$ cat src/rtl/twofish_block_io_if.sv
`default_nettype none
// ============================================================================
// twofish_block_io_if : word-serial I/O and datapath-side signal bundle
// Rev 1.0
// ============================================================================
interface twofish_block_io_if;
  logic [127:0] key_in;
  logic         key_load;
  logic [127:0] iv_in;
  logic         iv_load;
  logic         mode;
  logic [31:0]  in_data;
  logic         in_valid;
  logic         in_ready;
  logic [31:0]  out_data;
  logic         out_valid;
  logic         out_ready;
  logic [127:0] dp_block;
  logic [127:0] dp_key;
  logic         dp_start;
  logic         dp_ende;
  logic [127:0] dp_o;
  logic         dp_busy;

  // slave: the block_io core; master: the environment driving it
  modport slave (
    input  key_in, key_load, iv_in, iv_load, mode, in_data, in_valid,
           out_ready, dp_o, dp_busy,
    output in_ready, out_data, out_valid, dp_block, dp_key, dp_start, dp_ende
  );

  modport master (
    output key_in, key_load, iv_in, iv_load, mode, in_data, in_valid,
           out_ready, dp_o, dp_busy,
    input  in_ready, out_data, out_valid, dp_block, dp_key, dp_start, dp_ende
  );
endinterface
`default_nettype wire

$ cat src/rtl/twofish_block_io.sv
`default_nettype none
// ============================================================================
// twofish_block_io : packs 4x32-bit words into a block for the Twofish
// datapath, handshakes Start/busy and streams the result back out.
// Optional CBC chaining when CBC_MODE_EN is defined (ECB otherwise).
// Rev 1.0
// ============================================================================
module twofish_block_io (
  input  logic               Clk,
  input  logic               Reset,
  twofish_block_io_if.slave  io
);

  typedef enum logic [2:0] {
    FILL    = 3'd0,
    START   = 3'd1,
    WAIT_HI = 3'd2,
    WAIT_LO = 3'd3,
    DRAIN   = 3'd4
  } state_t;

  state_t       state_q, state_d;
  logic [1:0]   cnt_q, cnt_d;
  logic [127:0] key_q;
  logic [127:0] in_q;
  logic [127:0] res_q;
  logic [127:0] blk_q;
  logic         mode_q;

  logic         in_fire;
  logic         load_ok;
  logic         capture;
  logic [6:0]   word_lsb;
  logic [127:0] in_full;

  // word 0 sits in the top bits, so the slice base is (3 - cnt) * 32
  assign word_lsb = {~cnt_q, 5'b0};
  assign in_full  = {in_q[127:32], io.in_data};
  assign load_ok  = (state_q == FILL) && (cnt_q == 2'd0);
  assign capture  = (state_q == WAIT_LO) && !io.dp_busy;

  always_ff @(posedge Clk or posedge Reset) begin
    if (Reset) begin
      state_q <= FILL;
      cnt_q   <= 2'd0;
    end else begin
      state_q <= state_d;
      cnt_q   <= cnt_d;
    end
  end

  always_comb begin
    state_d      = state_q;
    cnt_d        = cnt_q;
    in_fire      = 1'b0;
    io.in_ready  = 1'b0;
    io.out_valid = 1'b0;
    io.dp_start  = 1'b0;
    case (state_q)
      FILL: begin
        io.in_ready = 1'b1;
        if (io.in_valid) begin
          in_fire = 1'b1;
          cnt_d   = cnt_q + 2'd1;
          if (cnt_q == 2'd3) state_d = START;
        end
      end
      START: begin
        io.dp_start = 1'b1;
        state_d     = WAIT_HI;
      end
      WAIT_HI: if (io.dp_busy)  state_d = WAIT_LO;
      WAIT_LO: if (!io.dp_busy) state_d = DRAIN;
      DRAIN: begin
        io.out_valid = 1'b1;
        if (io.out_ready) begin
          cnt_d = cnt_q + 2'd1;
          if (cnt_q == 2'd3) state_d = FILL;
        end
      end
      default: state_d = FILL;
    endcase
  end

`ifdef CBC_MODE_EN
  logic [127:0] chain_q;

  always_ff @(posedge Clk or posedge Reset) begin
    if (Reset) begin
      chain_q <= '0;
    end else if (load_ok && io.iv_load) begin
      chain_q <= io.iv_in;
    end else if (capture) begin
      // next block chains on the ciphertext in both directions
      chain_q <= mode_q ? in_q : io.dp_o;
    end
  end
`else
  logic unused_ecb;
  assign unused_ecb = ^{io.iv_in, io.iv_load, in_q[31:0]};
`endif

  always_ff @(posedge Clk or posedge Reset) begin
    if (Reset) begin
      key_q  <= '0;
      in_q   <= '0;
      res_q  <= '0;
      blk_q  <= '0;
      mode_q <= 1'b0;
    end else begin
      if (load_ok && io.key_load) key_q <= io.key_in;
      if (in_fire) begin
        in_q[word_lsb +: 32] <= io.in_data;
        if (cnt_q == 2'd0) mode_q <= io.mode;
        if (cnt_q == 2'd3) begin
`ifdef CBC_MODE_EN
          blk_q <= mode_q ? in_full : (in_full ^ chain_q);
`else
          blk_q <= in_full;
`endif
        end
      end
      if (capture) begin
`ifdef CBC_MODE_EN
        res_q <= mode_q ? (io.dp_o ^ chain_q) : io.dp_o;
`else
        res_q <= io.dp_o;
`endif
      end
    end
  end

  assign io.out_data = res_q[word_lsb +: 32];
  assign io.dp_block = blk_q;
  assign io.dp_key   = key_q;
  assign io.dp_ende  = mode_q;

endmodule
`default_nettype wire

$ cat src/flat_wrapper.sv
// flat-port wrapper written by rule: the top's interface ports become plain ports
module twofish_block_io_flat 
  (Clk, Reset, io_key_in, io_key_load, io_iv_in, io_iv_load, io_mode, io_in_data, io_in_valid, io_out_ready, io_dp_o, io_dp_busy, io_in_ready, io_out_data, io_out_valid, io_dp_block, io_dp_key, io_dp_start, io_dp_ende);
  twofish_block_io_if io_i ();
  input  logic Clk;
  input  logic Reset;
  input wire logic [$bits(io_i.key_in)-1:0] io_key_in;
  input wire logic [$bits(io_i.key_load)-1:0] io_key_load;
  input wire logic [$bits(io_i.iv_in)-1:0] io_iv_in;
  input wire logic [$bits(io_i.iv_load)-1:0] io_iv_load;
  input wire logic [$bits(io_i.mode)-1:0] io_mode;
  input wire logic [$bits(io_i.in_data)-1:0] io_in_data;
  input wire logic [$bits(io_i.in_valid)-1:0] io_in_valid;
  input wire logic [$bits(io_i.out_ready)-1:0] io_out_ready;
  input wire logic [$bits(io_i.dp_o)-1:0] io_dp_o;
  input wire logic [$bits(io_i.dp_busy)-1:0] io_dp_busy;
  output wire logic [$bits(io_i.in_ready)-1:0] io_in_ready;
  output wire logic [$bits(io_i.out_data)-1:0] io_out_data;
  output wire logic [$bits(io_i.out_valid)-1:0] io_out_valid;
  output wire logic [$bits(io_i.dp_block)-1:0] io_dp_block;
  output wire logic [$bits(io_i.dp_key)-1:0] io_dp_key;
  output wire logic [$bits(io_i.dp_start)-1:0] io_dp_start;
  output wire logic [$bits(io_i.dp_ende)-1:0] io_dp_ende;
  assign io_i.key_in = io_key_in;
  assign io_i.key_load = io_key_load;
  assign io_i.iv_in = io_iv_in;
  assign io_i.iv_load = io_iv_load;
  assign io_i.mode = io_mode;
  assign io_i.in_data = io_in_data;
  assign io_i.in_valid = io_in_valid;
  assign io_i.out_ready = io_out_ready;
  assign io_i.dp_o = io_dp_o;
  assign io_i.dp_busy = io_dp_busy;
  assign io_in_ready = io_i.in_ready;
  assign io_out_data = io_i.out_data;
  assign io_out_valid = io_i.out_valid;
  assign io_dp_block = io_i.dp_block;
  assign io_dp_key = io_i.dp_key;
  assign io_dp_start = io_i.dp_start;
  assign io_dp_ende = io_i.dp_ende;
  twofish_block_io u_core (.Clk(Clk), .Reset(Reset), .io(io_i));
endmodule
$ cat config.mk
export PLATFORM = sky130hd
export DESIGN_NAME = twofish_block_io_flat
export DESIGN_NICKNAME = d
export VERILOG_FILES = /design/src/rtl/twofish_block_io_if.sv /design/src/rtl/twofish_block_io.sv /design/src/flat_wrapper.sv
export SDC_FILE = /design/constraint.sdc
export NUM_CORES = 1
export LEC_CHECK = 0
export CAP_MARGIN = 30
export CORE_ASPECT_RATIO = 1.5
export CORE_MARGIN = 2
export CORE_UTILIZATION = 25
export DETAILED_ROUTE_END_ITERATION = 16
export PLACE_DENSITY = 0.61
export SETUP_SLACK_MARGIN = 0.5
export SLEW_MARGIN = 10
export SYNTH_ARGS = -nofsm -noshare
export SYNTH_HDL_FRONTEND = slang
export SYNTH_SLANG_ARGS = --single-unit
$ cat constraint.sdc
create_clock -name Clk -period 21.9 [get_ports Clk]
set_clock_uncertainty 0.15 [all_clocks]
set_input_delay 3.285 -clock Clk [delete_from_list [all_inputs] [get_ports Clk]]
set_output_delay 3.285 -clock Clk [all_outputs]
set_load 0.03 [all_outputs]
==> flow_summary_export.csv <==
group,metric,value,unit
grt,antenna_found_initial,9,
floorplan,row_count,126,
synthesis,syn_nets,1673,
route,antenna_left,0,
clock_network,clock-sinks,486,
clock_network,clkLatencyLatePin,0.59,ns
grt,grt_max_degree,160,
final_layout,stdcell_count,2888,
synthesis,ys_seq_elements,486,
placement,gp_congestion,0.775,
sta,relSlewSlack,0.344,
setup_path,worst_setup_path_start_kind,"flop",
synthesis,async_flop_share,1.00,
synthesis,yosysMostFrequentCell,"dfrtp_1",
synthesis,yosys.area_share.simple,0.0335,
clock_network,ctsResizeCount,0,
final_layout,nets,2251,
hold_path,hp-start,"u_core.in_q[55]$_DFFE_PP0P_",
clock_network,cts_setup_buffers,0,
synthesis,synth-compound-area-share,0.0333,
final_layout,area_growth,43.5,%
synthesis,synth_top_area_share,0.617,
synthesis,syn_area,0.0197,mm²
synthesis,synthAdderAreaFrac,0.00254,
synthesis,synth_xor_area_frac,0.000444,
route,drtPass1Iterations,4,
floorplan,dieArea,0.0811,mm²
clock_network,cts_buffer_depth,3,
sta,period_share,0.288,
route,drt-total-wl,60400,µm
synthesis,synth-edff-count,0,
clock_network,h-tree-depth,2,
route,drt_iter0_drc,437,
synthesis,syn_inst,1245,
sta,setup-violations-final,0,
placement,portBuffers,586,
power,p_leak,12.1,nW
setup_path,worstPathArrival,2.87,ns
synthesis,synthMuxAreaShare,0.274,
grt,grt_pass1_wl,88400,µm
setup_path,critical_path_class,"flop to primary output",
clock_network,cts_tree,"yes",
floorplan,initial_utilization,0.251,
synthesis,post-synth-top-area-cell,"dfrtp_1",
grt,grt_usage,0.146,
route,drc_errors,0,
synthesis,synth_commonest_cells,"486 x dfrtp_1, 335 x mux2_1, 64 x nand4_1",
synthesis,ys_warn_count,0,
sta,setup_tns,0,ns
setup_path,cp-end-kind,"primary output",
clock_network,root_buffer,"clkbuf_16",
clock_network,cts_hold_buf,0,
grt,grt_pass1_vias,13900,
route,via_per_inst,4.34,
grt,grt_overflow,0,
synthesis,synth_top_family_by_area,"multiplexers",
synthesis,synth_area_per_cell,15.8,µm²
sta,fmax,158,MHz
clock_network,clkSlewWorstSetupHoldPaths,0.07,ns
route,routedWlPerCell,20.9,µm
sta,finalHoldViolations,0,
sta,worst_pin_slew,0.983,ns
sta,fin_crit,6.31,ns
setup_path,timing.rr.start,"u_core.cnt_q[0]$_DFFE_PP0P_",
power,powerDensity,152,mW/mm²
route,route.vias.total,12500,
synthesis,seq_area_frac_synth,0.617,
floorplan,io-pin-count,716,
placement,dpl.hpwl,43100,µm
floorplan,core_area,0.0784,mm²
synthesis,synthFlopType,"dfrtp_1",
final_layout,post_route_cells_drive_above_1_share,0.140,
clock_network,cts_made_buffers,49,
power,peakVddDrop,0.0000798,V
status,status,"complete, no violations",
setup_path,cp_max_fo,38,
floorplan,die_height,348,µm
synthesis,netlist_top_cells_area,"dfrtp_1 62%, mux2_1 19%, mux4_2 3.7%",
sta,rsz0062_at_grt,"no",
setup_path,r2r_setup_slack,18.44,ns
hold_path,hp-class,"flop to flop",
synthesis,synth.distinct_cells,30,
sta,slew_viol_final,0,
flow_run,cap_violations,0,
floorplan,fp.dieW,233,µm
setup_path,startpoint,"u_core.cnt_q[0]$_DFFE_PP0P_",
setup_path,critical_path_required,18.47,ns
placement,dp_cells,2793,
per-stage QoR:
stage / total power, mW / hold slack, ns / cell area, µm² / utilization / setup WS (ns)
final: 4.30 / 0.327 / 28300 / 0.361 / 15.59
after global routing: 4.54 / 0.343 / 28300 / 0.361 / 15.40
after CTS: 4.38 / 0.332 / 28200 / 0.360 / 15.48
after detailed placement: 3.48 / 0.316 / 26500 / 0.339 / 15.25
after global placement: 3.41 / 0.312 / 26400 / 0.337 / 15.33
after floorplan: 2.61 / 0.292 / 19700 / - / 4.90
cells by family (layout without fill, tap and decap cells):
family | Yosys count | in the layout
AOI/OAI and AO/OA | 66 | 66
other | 0 | 6
xor gates and xnor gates | 1 | 1
muxes | 451 | 451
DFF | 486 | 486
and+or+nand+nor | 116 | 116
adders and majority gates | 4 | 4
buffers and inverters | 121 | 734
flip-flops by register name (all words and copies together), names as in the netlist:
signal              count
u_core.in_q            96
u_core.res_q          128
u_core.io.dp_key      128
u_core.io.dp_block    128
u_core.state_q          3
u_core.io.dp_ende       1
u_core.cnt_q            2
worst paths after layout:
path / endpoint / cells past startpoint
setup reg to reg: u_core.io.dp_block[26]$_DFFE_PP0P_ / 5
min in group asynchronous: u_core.in_q[59]$_DFFE_PP0P_ / 2
hold / removal: u_core.in_q[55]$_DFFE_PP0P_ / 1
max in group asynchronous: u_core.io.dp_block[34]$_DFFE_PP0P_ / 6
setup / recovery: io_out_data[26] / 3
hold reg to reg: u_core.in_q[55]$_DFFE_PP0P_ / 1
per-layer routing:
metal	vias to the layer above	track usage	wire [µm]
met5	-	0	20
met4	2	0.0499	1580
met3	83	0.0594	6520
met2	544	0.259	30000
met1	6279	0.155	22300
li1	5613	-	-
placed cells by master, fill, tap and decap left out, drive strengths merged, types with 4 or more instances in the layout:
cell type      count
a21bo             64
buf               27
bufinv             6
clkbuf            65
clkdlybuf4s50    586
clkinv            11
dfrtp            486
diode              6
ha                 4
inv               36
mux2             386
mux2i             33
mux4              32
nand2             36
nand4             64
nor3               5
cell type report:
type / count / area (µm²)
antenna: 6 / 15.0
clock buffer: 65 / 1360
clock inverter: 21 / 274
fill: 7625 / 50100
tap: 1024 / 1280
timing repair buffer: 613 / 6230
multi-input combinational: 638 / 6810
sequential: 486 / 12200
inverter: 35 / 139
worst max-delay path, cell delays in order (launching register included):
cell and delay [ns]:
dfrtp_2 0.35, buf_4 0.60, mux4_2 0.63, clkdlybuf4s50_1 0.62
power breakdown:
part	switching (mW)	internal, mW	total, mW
Sequential	0.206	1.29	1.49
Combinational	1.07	0.869	1.94
Clock	0.361	0.505	0.866
Total	1.64	2.66	4.30
Note: power is estimated with default switching activity, not from simulation.
